==> src/rtl/mem_arb_pkg.sv <==
`default_nettype none
// ============================================================================
// Module      : mem_arb_pkg
// Description : Shared constants and command type for the two-port memory
//               arbiter (FSM encoding, size codes, port indices).
// Revision    : 1.0 - initial release
// ============================================================================
package mem_arb_pkg;

    localparam logic [1:0] ST_IDLE   = 2'd0;
    localparam logic [1:0] ST_ACCESS = 2'd1;
    localparam logic [1:0] ST_RESP   = 2'd2;

    localparam logic [1:0] SIZE_BYTE      = 2'd0;
    localparam logic [1:0] SIZE_HALF      = 2'd1;
    localparam logic [1:0] SIZE_UNALIGNED = 2'd2;
    localparam logic [1:0] SIZE_WORD      = 2'd3;

    localparam int P0_IDX = 0;
    localparam int P1_IDX = 1;

    typedef struct packed {
        logic        we;
        logic [31:0] addr;
        logic [31:0] wdata;
        logic [1:0]  size;
    } cmd_t;

endpackage
`default_nettype wire

==> src/rtl/mem_arb_rr.sv <==
`default_nettype none
// ============================================================================
// Module      : mem_arb_rr
// Description : Two-port winner selection with last-grant pointer.
//               MEM_ARB_FIXED_PRIO_EN selects fixed priority (port 0 first).
// Revision    : 1.0 - initial release
// ============================================================================
module mem_arb_rr
    import mem_arb_pkg::*;
(
    input  logic       clock,
    input  logic       reset,
    input  logic [1:0] req,
    input  logic       advance,
    output logic [1:0] grant
);

`ifdef MEM_ARB_FIXED_PRIO_EN
    logic w_unused;
    assign w_unused = &{1'b0, clock, reset, advance};

    always_comb begin
        grant = 2'b00;
        if (req[P0_IDX])
            grant[P0_IDX] = 1'b1;
        else if (req[P1_IDX])
            grant[P1_IDX] = 1'b1;
    end
`else
    // 1 = port 1 was granted last, so port 0 wins the next tie
    logic r_last;

    always_ff @(posedge clock) begin
        if (reset)
            r_last <= 1'b1;
        else if (advance && (|grant))
            r_last <= grant[P1_IDX];
    end

    always_comb begin
        grant = 2'b00;
        if (req[P0_IDX] && req[P1_IDX])
            grant = r_last ? 2'b01 : 2'b10;
        else if (req[P0_IDX])
            grant[P0_IDX] = 1'b1;
        else if (req[P1_IDX])
            grant[P1_IDX] = 1'b1;
    end
`endif

endmodule
`default_nettype wire

==> src/rtl/mem_arbiter.sv <==
`default_nettype none
// ============================================================================
// Module      : mem_arbiter
// Description : Two-port arbiter onto a single data memory; one access per
//               three cycles (IDLE/ACCESS/RESP). Build option:
//               MEM_ARB_FIXED_PRIO_EN (fixed priority instead of round-robin).
// Revision    : 1.0 - initial release
// ============================================================================
module mem_arbiter
    import mem_arb_pkg::*;
#(
    parameter logic [15:0] MEM_ADDR = 16'h1000
) (
    input  logic        clock,
    input  logic        reset,
    input  logic        p0_req,
    input  logic        p0_we,
    input  logic [31:0] p0_addr,
    input  logic [31:0] p0_wdata,
    input  logic [1:0]  p0_size,
    output logic        p0_ack,
    output logic [31:0] p0_rdata,
    input  logic        p1_req,
    input  logic        p1_we,
    input  logic [31:0] p1_addr,
    input  logic [31:0] p1_wdata,
    input  logic [1:0]  p1_size,
    output logic        p1_ack,
    output logic [31:0] p1_rdata,
    output logic [31:0] mem_addr,
    output logic [31:0] mem_wdata,
    output logic [1:0]  mem_size,
    output logic        mem_we,
    output logic        mem_re,
    input  logic [31:0] mem_rdata
);

    logic [1:0]  r_state;
    logic [1:0]  w_next_state;
    logic [1:0]  w_req;
    logic [1:0]  w_grant;
    logic        w_advance;
    cmd_t        w_sel_cmd;
    cmd_t        r_cmd;
    logic [1:0]  r_winner;
    logic [31:0] r_resp;
    logic        w_cmd_valid;

    assign w_req     = {p1_req, p0_req};
    assign w_advance = (r_state == ST_IDLE);
    assign w_sel_cmd = w_grant[P1_IDX] ? cmd_t'{p1_we, p1_addr, p1_wdata, p1_size}
                                       : cmd_t'{p0_we, p0_addr, p0_wdata, p0_size};

    // Out-of-window or unaligned commands still run the full sequence, silently
    assign w_cmd_valid = (r_cmd.addr[31:16] == MEM_ADDR) && (r_cmd.size != SIZE_UNALIGNED);

    mem_arb_rr u_rr (
        .clock   (clock),
        .reset   (reset),
        .req     (w_req),
        .advance (w_advance),
        .grant   (w_grant)
    );

    always_ff @(posedge clock) begin
        if (reset)
            r_state <= ST_IDLE;
        else
            r_state <= w_next_state;
    end

    always_comb begin
        w_next_state = r_state;
        case (r_state)
            ST_IDLE:   if (|w_req) w_next_state = ST_ACCESS;
            ST_ACCESS: w_next_state = ST_RESP;
            ST_RESP:   w_next_state = ST_IDLE;
            default:   w_next_state = ST_IDLE;
        endcase
    end

    always_ff @(posedge clock) begin
        if (reset) begin
            r_cmd    <= '0;
            r_winner <= 2'b00;
            r_resp   <= 32'h0;
        end else begin
            if ((r_state == ST_IDLE) && (|w_req)) begin
                r_cmd    <= w_sel_cmd;
                r_winner <= w_grant;
            end
            if (r_state == ST_ACCESS)
                r_resp <= (w_cmd_valid && !r_cmd.we) ? mem_rdata : 32'h0;
        end
    end

    always_comb begin
        mem_addr  = r_cmd.addr;
        mem_wdata = r_cmd.wdata;
        mem_size  = r_cmd.size;
        mem_we    = 1'b0;
        mem_re    = 1'b0;
        p0_ack    = 1'b0;
        p1_ack    = 1'b0;
        p0_rdata  = 32'h0;
        p1_rdata  = 32'h0;
        if ((r_state == ST_ACCESS) && w_cmd_valid) begin
            mem_we = r_cmd.we;
            mem_re = !r_cmd.we;
        end
        if (r_state == ST_RESP) begin
            p0_ack = r_winner[P0_IDX];
            p1_ack = r_winner[P1_IDX];
            if (r_winner[P0_IDX]) p0_rdata = r_resp;
            if (r_winner[P1_IDX]) p1_rdata = r_resp;
        end
    end

endmodule
`default_nettype wire

==> config.mk <==
export PLATFORM = sky130hd
export DESIGN_NAME = mem_arbiter
export DESIGN_NICKNAME = d
export VERILOG_FILES = /design/src/rtl/mem_arb_pkg.sv /design/src/rtl/mem_arb_rr.sv /design/src/rtl/mem_arbiter.sv
export SDC_FILE = /design/constraint.sdc
export NUM_CORES = 1
export LEC_CHECK = 0
export ABC_CLOCK_PERIOD_IN_PS = 1500
export BUFFER_PORTS_ARGS = -buffer_cell sky130_fd_sc_hd__buf_2
export CAP_MARGIN = 5
export CORE_ASPECT_RATIO = 0.5
export CORE_MARGIN = 5
export CORE_UTILIZATION = 30
export CTS_CLUSTER_SIZE = 12
export DETAILED_ROUTE_END_ITERATION = 8
export REMOVE_ABC_BUFFERS = 1
export SLEW_MARGIN = 20
export SYNTH_ARGS = -nofsm -noshare
export SYNTH_HDL_FRONTEND = slang
export SYNTH_SLANG_ARGS = --single-unit
==> constraint.sdc <==
create_clock -name clock -period 1.5 [get_ports clock]
set_clock_uncertainty 0.2 [all_clocks]
set_input_delay 0.075 -clock clock [delete_from_list [all_inputs] [get_ports clock]]
set_output_delay 0.075 -clock clock [all_outputs]
set_load 0.005 [all_outputs]
Yosys cells after proc, flatten, opt, wreduce, memory -nomap -nowiden
Index checks and enable logic that the tools add are counted.

operators by class
  equal/unequal tests = 5
  multiplexer cells = 17
  $add $sub $neg = 0
  bitwise logic cells = 0
  shift operators = 0
  multipliers = 0
  div/mod/pow operators = 0
  order comparisons = 0
  reductions and logical operators = 10

operators by type and width
  operator                                          number
  2-to-1 mux 32 bit                                 5
  2-to-1 mux 67 bit                                 1
  == test 16 x 13 -> 1 bit (second input constant)  1
  2-to-1 mux 1 bit                                  7
  logical AND 1 bit                                 6
  2-to-1 mux 2 bit                                  3
  inequality test 2 bit (second input constant)     2
  one-hot mux 2 bit (2 select lines)                1
  OR reduction 2 bit                                2
  == test 2 x 1 -> 1 bit (second input constant)    1
  == test 2 bit (second input constant)             1
  logical NOT 2 bit                                 1
  logical NOT 1 bit                                 1

storage, ports and cells
  latch bits = 0
  input bits = 170
  word-level logic and storage cells = 40
  ROM bits = 0
  register bits after elaboration = 104
  memories = 0
  output and inout bits = 134
  bits in writable memories = 0

Longest topological paths before layout
  depth after elaboration = 5
  mapped depth = 7
  mapped depth without buffers = 4

By module
A second synthesis with hierarchy kept.

second synthesis, totals
  cells, all modules = 615
  area total of the unflattened synthesis = 5521.5 sq um

by module, submodules not included
  module       seq. area each (sq um)  instances  cells each  area an instance (sq um)
  mem_arbiter  2062.0                  1          608         5460.2
  mem_arb_rr   20.0                    1          7           61.3

Least setup slack after synthesis
OpenSTA, ideal clock, no wires.

  path kind = reg-to-reg
  start = reg r_cmd (netlist bit mem_addr[16])
  end = reg r_resp[10]
  data required time = 1.216 ns
  setup time = 0.084 ns
  cell stages (with the launch flop) = 5
  path buffers = 2
  slack = -0.102 ns
  arrival = 1.318 ns
  clock period less this slack = 1.602 ns
  cells stage by stage = dfxtp_1 or4b_1 buf_6 buf_8 o31ai_2

on the way
  cells in the longest elaborated chain, start to end = 4

RTL lines
  element                   RTL line           RTL
  from (decl)               mem_arbiter.sv:44  cmd_t r_cmd;
  from (signal assigned)    mem_arbiter.sv:89  r_cmd <= w_sel_cmd;
  == test 16 x 13 -> 1 bit  mem_arbiter.sv:55  assign w_cmd_valid = (r_cmd.addr[31:16] == MEM_ADDR) && (r_cmd.size != SIZE_UNALIGNED);
  logical AND 1 bit         mem_arbiter.sv:55
  logical AND 1 bit         mem_arbiter.sv:93  r_resp <= (w_cmd_valid && !r_cmd.we) ? mem_rdata : 32'h0;
  2-to-1 mux 32 bit         mem_arbiter.sv:93
  to (signal assigned)      mem_arbiter.sv:93
  to (decl)                 mem_arbiter.sv:46  logic [31:0] r_resp;

No other way between the ends.
A chain may end at the register's enable or synchronous reset.

Worst setup path in the final report
  start = reg r_state[1]
  end = out mem_re

on the way
  cells in the longest elaborated chain, start to end = 3

RTL lines
  element                 RTL line            RTL
  from (decl)             mem_arbiter.sv:38   logic [1:0] r_state;
  from (signal assigned)  mem_arbiter.sv:69   r_state <= w_next_state;
  == test 2 x 1 -> 1 bit  mem_arbiter.sv:107  if ((r_state == ST_ACCESS) && w_cmd_valid) begin
  logical AND 1 bit       mem_arbiter.sv:107
  2-to-1 mux 1 bit        mem_arbiter.sv:107
  to (decl)               mem_arbiter.sv:34   output logic mem_re,

No other way between the ends.

==> impl_metrics.csv <==
group,metric,value,unit
drt,antenna_left,0,
placement,dp_slack,-0.3291,ns
clock_network,cts_root_buf,"clkbuf_16",
worst_hold_path,whs_path_depth,4,
clock_network,cts_tree,"yes",
finish,layout-drive-gt1-share,48.38,%
power_and_ir_drop,combPwrFrac,33.6,%
power_and_ir_drop,p_sw,2.493,mW
sta,worst_slew_margin_rel,47.31,%
floorplanning,dieArea,20930,sq um
power_and_ir_drop,leakage,4.829,nW
drt,dr.pass1.iters,5,
sta,hold_violations,1,
critical_path,path_max_fanout,4,
sta,slew_viol_final,0,
clock_network,insertion_delay,0.35,ns
critical_path,cp.arrival,1.71,ns
power_and_ir_drop,p_clk_share,27.4,%
clock_network,clkTransAtPathRegs,0.08,ns
logic_synthesis,async_flop_share,0,%
logic_synthesis,synth_seq_cells,104,
status,run_status,"complete, but fails checks",
critical_path,rrSetupSlack,-0.37,ns
sta,finalCriticalPeriod,1.985,ns
sta,fin_tns_setup,-34.24,ns
critical_path,required,1.22,ns
power_and_ir_drop,vdd_drop_max,0.6776,mV
drt,via_count,6879,
power_and_ir_drop,power.share.switching,30.86,%
clock_network,clkSinkCount,104,
clock_network,cts_buffers,9,
placement,port_buffers,303,
finish,final_cell_mix,"buf_2, dlygate4sd3_1, nand2_1",
floorplanning,ios,304,
clock_network,cts_buffer_depth,2,
global_routing,grt_antenna_before_repair,3,
worst_hold_path,hold_class,"primary input to register",
critical_path,worstSetupPathType,"register to output pin",
global_routing,gr-usage-all-layers,20.87,%
drt,met1_length,9626,microns
drt,viasPerCell,4.992,
finish,fin_nets,1307,
drt,wl_met3,1369,microns
floorplanning,die_y,104.8,microns
drt,drt-total-wl,25600,microns
floorplanning,core-area,17530,sq um
placement,place_area,6884,sq um
status,violations,"negative hold slack, negative setup slack",
floorplanning,start_util,30.78,%
finish,layout.cells.non_filler,1378,
flow_run,maxCapViolations,0,
drt,routedWlPerCell,18.57,microns
floorplanning,die_w,199.7,microns
sta,postLayoutSetupSlackWorst,-0.4853,ns
logic_synthesis,avgSynthCellArea,7.819,sq um
sta,grt_setup_unrepaired,"true",
placement,gp_congestion,0.8321,
finish,mostFrequentLayoutCell,"buf_2",
sta,holdWs,-0.0005005,ns
finish,final_core_util,60.52,%
logic_synthesis,synth.distinct_cells,28,
sta,finalSetupViolCount,162,
global_routing,grt-ovfl-total,0,
critical_path,endpoint_kind,"output pin",
placement,post-dp-hpwl,12540,microns
critical_path,start_kind,"register",
floorplanning,row_count,34,
drt,top_layer,"met4",
sta,fmax,503.7,MHz
drt,dr_wl_met2,13390,microns
global_routing,grt_first_pass_wirelength,35090,microns
drt,drcViolationCount,0,
drt,first_iter_violations,345,
logic_synthesis,netlist_area,5395,sq um
critical_path,ff2ff_path_depth,6,
global_routing,grt_max_degree,56,
finish,fin_area,10610,sq um
power_and_ir_drop,p_per_area,761.7,nW/um^2
finish,area_delta_synth_final,96.59,%
logic_synthesis,postSynthCellCount,690,
logic_synthesis,synth-edff-count,0,
placement,dp_cells,1139,
sta,worstMarginPinSlew,0.7903,ns
power_and_ir_drop,p_seq_share,39.0,%
sta,post-route-period-util,132.4,%
logic_synthesis,yosys_warnings,0,
logic_synthesis,ys_seq_area_share,38.59,%
power_and_ir_drop,intPower,5.586,mW
global_routing,grt_pass1_vias,6793,
clock_network,cts_max_level,3,
logic_synthesis,synth_top_flop_cell,"dfxtp_1",
==> path summary, 6_finish.rpt <==
| check | from | end |
|---|---|---|
| setup / recovery | r_state[1] | mem_re |
| hold / removal | p1_req | mem_size[1] |
| setup reg to reg | r_state[1] | r_resp[23] |
| hold reg to reg | r_winner[0] | r_winner[0] |
==> critical path, stage by stage (launching register included) <==
cell	delay (ns)
dfxtp_4	0.35
nand2b_1	0.17
a21oi_2	0.13
nand4_1	0.21
buf_12	0.22
nor3_4	0.14
buf_2	0.14
==> area by class of cell <==
| type | instances | area (sq um) |
|---|---|---|
| Antenna cell | 3 | 7.507 |
| Clock buffer | 10 | 229.0 |
| Fill cell | 1356 | 6920 |
| Sequential cell | 104 | 2095 |
| Tap cell | 234 | 292.8 |
| Clock inverter | 5 | 35.03 |
| Multi-Input combinational cell | 457 | 3134 |
| Inverter | 3 | 11.26 |
| Timing Repair Buffer | 562 | 4802 |
==> per-stage QoR <==
stage / power [mW] / hold WS (ns)
CTS: 7.484 / 0.001307
detailed placement: 4.662 / 0.1383
finish: 8.079 / -0.0005005
floorplan: 3.790 / -0.05593
global placement: 4.637 / 0.1323
global route: 8.443 / 0.02508
==> cell usage after synthesis (2+ instances only) <==
cell,count,area [sq um]
a21oi_1,3,15.01
a311oi_1,21,183.9
a31oi_1,46,287.8
and2_1,66,412.9
and3b_1,2,17.52
buf_2,15,75.07
buf_4,70,525.5
buf_8,3,45.04
clkbuf_1,37,138.9
dfxtp_1,104,2082
inv_1,2,7.510
nand2_1,170,638.1
nand3_1,32,160.2
nor2_1,25,93.84
nor3_1,2,10.01
nor4_1,3,18.77
o21ai_0,48,240.2
o31ai_1,4,30.03
o31ai_2,28,350.3
==> sequential cells by signal, indices dropped and copies added, names as in the netlist <==
register     cells
r_cmd            1
mem_size         2
r_resp          32
u_rr.r_last      1
r_state          2
r_winner         2
mem_wdata       32
mem_addr        32
==> repair_timing <==
action / 4_1_cts / 5_1_grt
endpoints found under the setup margin: 119 / 168
pin swaps: 23 / 28
setup buffers: 13 / 21
gates resized for setup: 73 / 198
hold buffers: 170 / 0
gates cloned: 13 / 13
hold endpoints to repair: 102 / 0
==> routing by layer <==
metal,vias up,GRT usage [%]
li1,3201,-
met4,0,9.593
met1,3275,22.38
met2,306,39.24
met5,-,0
met3,97,4.244
==> power groups by stage <==
stage | Sequential [mW] | Combinational, mW | Clock [mW]
final | 3.15 | 2.72 | 2.21
after global placement | 3.15 | 1.48 | 0
after CTS | 3.11 | 2.13 | 2.25
after floorplan | 3.18 | 0.610 | 0
after detailed placement | 3.16 | 1.50 | 0
after global routing | 3.17 | 2.90 | 2.37
==> cells by family after synthesis <==
family,Yosys count,synth area share [%]
AOI/OAI and AO/OA,152,20.80
buffers and inverters,130,15.03
DFF,104,38.59
and+or+nand+nor,304,25.58
No activity file was read; power rests on OpenSTA's default activity.
